==> src/rtl/acia_pkg.sv <==
// acia_pkg: shared types and defaults for the ACIA transmit arbiter
// state_t: IDLE / OWN0 / OWN1 arbiter states
// GNT_*: one-hot grant encodings; DEF_*: default MAX_BURST / IDLE_TIMEOUT values
package acia_pkg;
  typedef enum logic [1:0] {IDLE, OWN0, OWN1} state_t;
  localparam logic [1:0] GNT_NONE = 2'b00;
  localparam logic [1:0] GNT_S0 = 2'b01;
  localparam logic [1:0] GNT_S1 = 2'b10;
  localparam int DEF_MAX_BURST = 64;
  localparam int DEF_IDLE_TIMEOUT = 16;
endpackage

==> src/rtl/acia_tx_arbiter.sv <==
// acia_tx_arbiter: message-granular round-robin sharing of one UART write port between two byte sources
// clk, rst: clock and synchronous active-high reset
// s0_valid/s0_data/s0_last/s0_ready: CPU console byte stream
// s1_valid/s1_data/s1_last/s1_ready: debug monitor byte stream
// tx_full, wr_uart, w_data: UART transmit FIFO write port
// grant: one-hot current owner (00 = none); busy: a grant is active
import acia_pkg::*;

module acia_tx_arbiter #(
  parameter int MAX_BURST = DEF_MAX_BURST,
  parameter int IDLE_TIMEOUT = DEF_IDLE_TIMEOUT
) (
  input  logic       clk,
  input  logic       rst,
  input  logic       s0_valid,
  input  logic [7:0] s0_data,
  input  logic       s0_last,
  output logic       s0_ready,
  input  logic       s1_valid,
  input  logic [7:0] s1_data,
  input  logic       s1_last,
  output logic       s1_ready,
  input  logic       tx_full,
  output logic       wr_uart,
  output logic [7:0] w_data,
  output logic [1:0] grant,
  output logic       busy
);
  state_t state;
  logic prio;
  logic [7:0] bcnt;
  logic [15:0] icnt;
  logic own0, own1, ovalid, olast, rel;

  // Both valid: prio decides; otherwise the lone requester wins.
  function automatic state_t pick(input logic v0, input logic v1, input logic p);
    return (v0 && v1) ? (p ? OWN1 : OWN0) : v0 ? OWN0 : v1 ? OWN1 : IDLE;
  endfunction

  assign own0 = state == OWN0;
  assign own1 = state == OWN1;
  assign grant = own0 ? GNT_S0 : own1 ? GNT_S1 : GNT_NONE;
  assign busy = own0 || own1;
  assign s0_ready = own0 && !tx_full;
  assign s1_ready = own1 && !tx_full;
  assign ovalid = own0 ? s0_valid : own1 && s1_valid;
  assign olast = own0 ? s0_last : own1 && s1_last;
  assign wr_uart = (s0_valid && s0_ready) || (s1_valid && s1_ready);
  assign w_data = own0 ? s0_data : own1 ? s1_data : 8'h00;
  // Stalls on tx_full keep valid high, so they never feed the idle timeout.
  assign rel = busy && ((wr_uart && (olast || ({1'b0, bcnt} + 9'd1 == 9'(MAX_BURST))))
             || (IDLE_TIMEOUT != 0 && !ovalid && icnt == 16'(IDLE_TIMEOUT - 1)));

  always_ff @(posedge clk) begin
    if (rst) begin
      state <= IDLE;
      prio <= 1'b0;
      bcnt <= '0;
      icnt <= '0;
    end else if (!busy) begin
      state <= pick(s0_valid, s1_valid, prio);
    end else if (rel) begin
      prio <= own0;
      bcnt <= '0;
      icnt <= '0;
      state <= pick(s0_valid, s1_valid, own0);
    end else begin
      bcnt <= bcnt + 8'(wr_uart);
      icnt <= ovalid ? '0 : icnt + 16'd1;
    end
  end
endmodule

==> config.mk <==
export PLATFORM = sky130hd
export DESIGN_NAME = acia_tx_arbiter
export DESIGN_NICKNAME = d
export VERILOG_FILES = /design/src/rtl/acia_pkg.sv /design/src/rtl/acia_tx_arbiter.sv
export SDC_FILE = /design/constraint.sdc
export NUM_CORES = 1
export LEC_CHECK = 0
export CORE_AREA = 5 5 60 89
export DETAILED_ROUTE_END_ITERATION = 10
export DIE_AREA = 0 0 65 94
export GPL_ROUTABILITY_DRIVEN = 0
export PLACE_DENSITY = 0.67
export SLEW_MARGIN = 30
export SYNTH_ARGS = -nofsm -noshare
export SYNTH_HDL_FRONTEND = slang
export SYNTH_SLANG_ARGS = --single-unit
==> constraint.sdc <==
create_clock -name clk -period 3.01 [get_ports clk]
set_input_delay 0.602 -clock clk [delete_from_list [all_inputs] [get_ports clk]]
set_output_delay 0.602 -clock clk [all_outputs]
set_load 0.005 [all_outputs]
=== Word level (Yosys, flattened, before mapping) ===
Cells that the tools add are included.

* Reductions and logical operators: 17
* Muxes and demuxes: 17
* Add/subtract/negate cells: 3
* Eq/ne operators: 5

{| class="wikitable"
|+ Operators by type and width
! kind !! count
|-
| 16-bit two-way mux || 2
|-
| 8-bit two-way mux || 3
|-
| 2-bit two-way mux || 10
|-
| 16-bit by 1-bit adder with 16-bit output (second input constant) || 1
|-
| 16-bit by 4-bit == test with 1-bit output (second input constant) || 1
|-
| 1-bit logical AND || 10
|-
| 8-bit by 1-bit adder with 9-bit output (second input constant) || 1
|-
| 9-bit by 7-bit == test with 1-bit output (second input constant) || 1
|-
| 8-bit by 1-bit adder with 8-bit output || 1
|-
| 1-bit logical OR || 4
|-
| 2-bit by 1-bit == test with 1-bit output (second input constant) || 1
|-
| 2-bit == test (second input constant) || 1
|-
| 1-bit zero test || 2
|-
| 1-bit two-way mux || 2
|-
| 2-bit by 1-bit != test with 1-bit output (second input constant) || 1
|-
| 2-bit AND reduction || 1
|}

* Output and inout bits: 14
* Word-level logic and storage cells: 46
* Register bits after elaboration: 27
* Input bits: 23

=== Logic depth before layout (Yosys ltp) ===
* Depth in word-level cells: 9
* Gate-level depth with buffers: 10

=== Least setup slack after synthesis ===
OpenSTA, ideal clock, no wires.

* Kind: flip-flop to flip-flop
* Start: register state[1]
* End: register bcnt[6]
* Data arrival time: 1.930 ns
* Required time: 2.893 ns
* Clock period less this slack: 2.047 ns
* Path buffers: 0
* Stages on the path, launching flop included: 11
* Setup slack: 0.963 ns
* Cell sequence: dfxtp_1 > inv_1 > ha_1 > nand2_1 > a21oi_1 > ha_1 > ha_1 > nand3_1 > nor2_1 > o31ai_1 > a22o_1

* Longest elaborated chain between the ends: 8
* Elaborated cells on any way between the ends: 20

{| class="wikitable"
|+ RTL lines
! what !! RTL line !! text
|-
| start, declared || acia_tx_arbiter.sv:29 || <nowiki>state_t state;</nowiki>
|-
| start signal, assigned || acia_tx_arbiter.sv:61 || <nowiki>state <= pick(s0_valid, s1_valid, prio);</nowiki>
|-
| start signal, assigned || acia_tx_arbiter.sv:66 || <nowiki>state <= pick(s0_valid, s1_valid, own0);</nowiki>
|-
| 2-bit by 1-bit == test with 1-bit output * || acia_tx_arbiter.sv:40 || <nowiki>assign own0 = state == OWN0;</nowiki>
|-
| via own0 || acia_tx_arbiter.sv:33 || <nowiki>logic own0, own1, ovalid, olast, rel;</nowiki>
|-
| 1-bit logical AND * || acia_tx_arbiter.sv:44 || <nowiki>assign s0_ready = own0 && !tx_full;</nowiki>
|-
| 1-bit logical AND * || acia_tx_arbiter.sv:48 || <nowiki>assign wr_uart = (s0_valid && s0_ready) || (s1_valid && s1_ready);</nowiki>
|-
| 1-bit logical OR * || acia_tx_arbiter.sv:48 ||
|-
| via wr_uart || acia_tx_arbiter.sv:24 || <nowiki>output logic wr_uart,</nowiki>
|-
| parallel branches: the longest is 3 deep, another holds 8-bit by 1-bit adder with 8-bit output || -- ||
|-
| 8-bit two-way mux * || acia_tx_arbiter.sv:62 || <nowiki>end else if (rel) begin</nowiki>
|-
| end signal, assigned || acia_tx_arbiter.sv:68 || <nowiki>bcnt <= bcnt + 8'(wr_uart);</nowiki>
|-
| end, declared || acia_tx_arbiter.sv:31 || <nowiki>logic [7:0] bcnt;</nowiki>
|}

Mark *: on every way through the listed nets, which the timed path passes.
A chain may end at the register's enable or synchronous reset.

=== Worst setup path in the final report ===
* Start: input port s0_valid
* End: output port wr_uart

* Longest elaborated chain between the ends: 2

{| class="wikitable"
|+ RTL lines
! what !! RTL line !! text
|-
| start, declared || acia_tx_arbiter.sv:15 || <nowiki>input logic s0_valid,</nowiki>
|-
| 1-bit logical AND || acia_tx_arbiter.sv:48 ||
|-
| 1-bit logical OR || acia_tx_arbiter.sv:48 ||
|-
| end, declared || acia_tx_arbiter.sv:24 ||
|}

Every way passes these cells.

==> results_dict.tcl <==
set metrics [dict create \
    endpoint_kind "output pin" \
    initial_core_util_pct 39.0 \
    max_cap_violations 0 \
    switchingPower_uw 234 \
    drtIter0Drc 58 \
    clockPowerShare_pct 25.7 \
    min_period_ns 2.69 \
    dieWidth_um 65 \
    ys_warn_count 0 \
    use_met1_pct 18.7 \
    crit_required_ns 2.41 \
    synth_cell_types 49 \
    wl_per_cell_um 15.9 \
    outcome "finished, final reports clean" \
    synth-seq-cells 27 \
    fmax_mhz 371 \
    grt_use_met3_pct 2.28 \
    setup-tns-final_ns 0 \
    mostFrequentLayoutCells "clkdlybuf4s50_1 (36), nand2_1 (27), dfxtp_1 (27)" \
    cts_tree "built" \
    rows 30 \
    grt_pass1_vias 1704 \
    grt-ovfl-total 0 \
    dieArea_mm2 0.00611 \
    dpl.hpwl_mm 3.53 \
    mostFrequentLayoutCell "clkdlybuf4s50_1" \
    vias 1719 \
    io_pins 37 \
    vias_per_cell 5.93 \
    crit_fanout 4 \
    synth.yosys.seq_area_share_pct 31.1 \
    p_seq_share_pct 49.1 \
    drive_gt1_share_pct 9.92 \
    synthArstFlopShare_pct 0 \
    yosysTopAreaCell "dfxtp_1" \
    swShare_pct 28.7 \
    setup-violations-final 0 \
    slew-limit-headroom_pct 47.9 \
    path_common_cell "clkdlybuf4s50_1" \
    r2r-start "state[1]" \
    leakagePower_nw 0.748 \
    postSynthCellCount 207 \
    cp_slowest_cell "clkdlybuf4s50_1" \
    syn_nets 236 \
    clock_path_buffers 2 \
    min_from "prio" \
    syn_to_final_growth_pct 25.1 \
    fin_crit_sh_pct 89.5 \
    remaining_drc_errors 0 \
    regArea_um2 541 \
    synth_edf_count 0 \
    routed_wl_mm 4.61 \
    diodes 0 \
    drt_pass1_iterations 4 \
    cp-startpoint "s0_valid" \
    cts.sinks 27 \
    grt_pass1_wl_mm 7.98 \
    antenna_left 0 \
    avgSynthCellArea_um2 8.41 \
    fin_nets 272 \
    ff2ff_setup_slack_ns 0.76 \
    met2_usage_pct 29.7 \
    grt_max_degree 20 \
    hp-class "reg -> reg" \
    post-route-util_pct 48.7 \
    worstPathCellList "clkdlybuf4s50_1, nand2_1, a21oi_1, clkdlybuf4s50_1" \
    hold_viol_final 0 \
    skew_ns 0.00601 \
    peakVddDrop_v 0.000235 \
    critPathKind "in -> out" \
    rsz0062_at_grt "false" \
    critPathArrivalTime_ns 2.09 \
    antenna_found_initial 0 \
    synth_top_area_share_pct 31.1 \
    synthFlopType "dfxtp_1" \
    fillers 452 \
    cts_inserted_buffers 3 \
    cpPeakStageDelay_ns 0.58 \
    multiInputGateArea_mm2 0.00111 \
    portBuffers 36 \
    p_int_uw 582 \
    worst_slew_pin_slew_ns 0.781 \
    cellPowerDensity_mw_per_mm2 375 \
    cp-start-kind "input pin" \
    synth_area_leaders "dfxtp_1 (31%), a22o_1 (6.0%), nand2_1 (5.8%)" \
    grt_busiest_layer "met2" \
    clkTransAtPathRegs_ns 0.09 \
    htree_levels 1 \
    combPwrFrac_pct 25.2 \
    core-area_mm2 0.00447 \
    syn_area_mm2 0.00174 \
    grt_util_all_layers_pct 16.3 \
    cts_setup_buffers 0 \
    clock_latency_ns 0.27 \
    finalMaxSlewViolations 0 \
    root_buffer "clkbuf_8" \
    dieHeight_um 94 \
]
==> worst max-delay path, delay by kind of cell <==
family,cells,cell delay [ns]
compound gates,1,0.32
buf+inv,2,1.08
simple gates,1,0.09
==> cells by family (layout without fill, tap and decap cells) <==
group | after synthesis | after routing | share of synthesized area, %
simple gates | 101 | 101 | 32.8
compound gates | 50 | 50 | 22.6
flops | 27 | 27 | 31.1
buf+inv | 16 | 51 | 5.53
fa+ha+maj | 6 | 6 | 4.31
xor+xnor | 5 | 5 | 2.52
mux | 2 | 2 | 1.15
==> path summary, 6_finish.rpt <==
check	to	cells after the start
worst max-delay path	wr_uart	4
worst min-delay path	prio	2
worst max register to register	state[1]	7
worst min register to register	prio	2
==> final cells by class <==
type,count,share of cell area [%]
Timing Repair Buffer,42,18.6
Multi-Input combinational cell,164,50.8
Clock buffer,3,1.90
Inverter,5,0.862
Sequential cell,27,24.8
Tap cell,48,2.76
Clock inverter,1,0.230
==> Yosys cell counts, types with 5 or more instances <==
| library cell | n |
|---|---|
| a21oi_1 | 8 |
| a22o_1 | 12 |
| dfxtp_1 | 27 |
| ha_1 | 6 |
| nand2_1 | 27 |
| nand3_1 | 8 |
| nand4_1 | 11 |
| nor2_1 | 7 |
| nor2b_1 | 5 |
| nor3_1 | 15 |
| nor3b_1 | 6 |
| nor4_1 | 5 |
| o21a_1 | 7 |
==> registers in the layout, summed over array words and instances (netlist names) <==
| signal | cells |
|---|---|
| bcnt | 8 |
| state | 2 |
| icnt | 16 |
| prio | 1 |
==> power by group through the flow <==
stage	Combinational, mW	Sequential, mW	Clock (mW)
CTS	0.208	0.400	0.217
floorplan	0.127	0.402	0
detailed placement	0.208	0.408	0
finish	0.206	0.401	0.209
global route	0.228	0.404	0.235
global placement	0.205	0.407	0
==> per-stage QoR <==
step | setup slack, ns | total power [mW] | cell area [um2] | instances | hold WS, ns
finish | 0.316 | 0.816 | 2180 | 290 | 0.467
global route | 0.237 | 0.868 | 2180 | 290 | 0.488
CTS | 0.144 | 0.826 | 2170 | 290 | 0.467
detailed placement | 0.304 | 0.616 | 2130 | 286 | 0.455
global placement | 0.325 | 0.612 | 2130 | 286 | 0.446
floorplan | 0.963 | 0.529 | 1740 | 207 | 0.434
==> per-layer routing <==
metal  wire length (um)  vias to the layer above
met1               2030                      807
met5                  0                        -
met3                177                        6
met2               2330                       44
li1                   -                      862
met4                 78                        0
==> repair_timing <==
item,4_1_cts,5_1_grt
endpoints found under the setup margin,0,1
hold buffers,0,0
resized for setup,0,1
No activity file was read; power rests on OpenSTA's default activity.
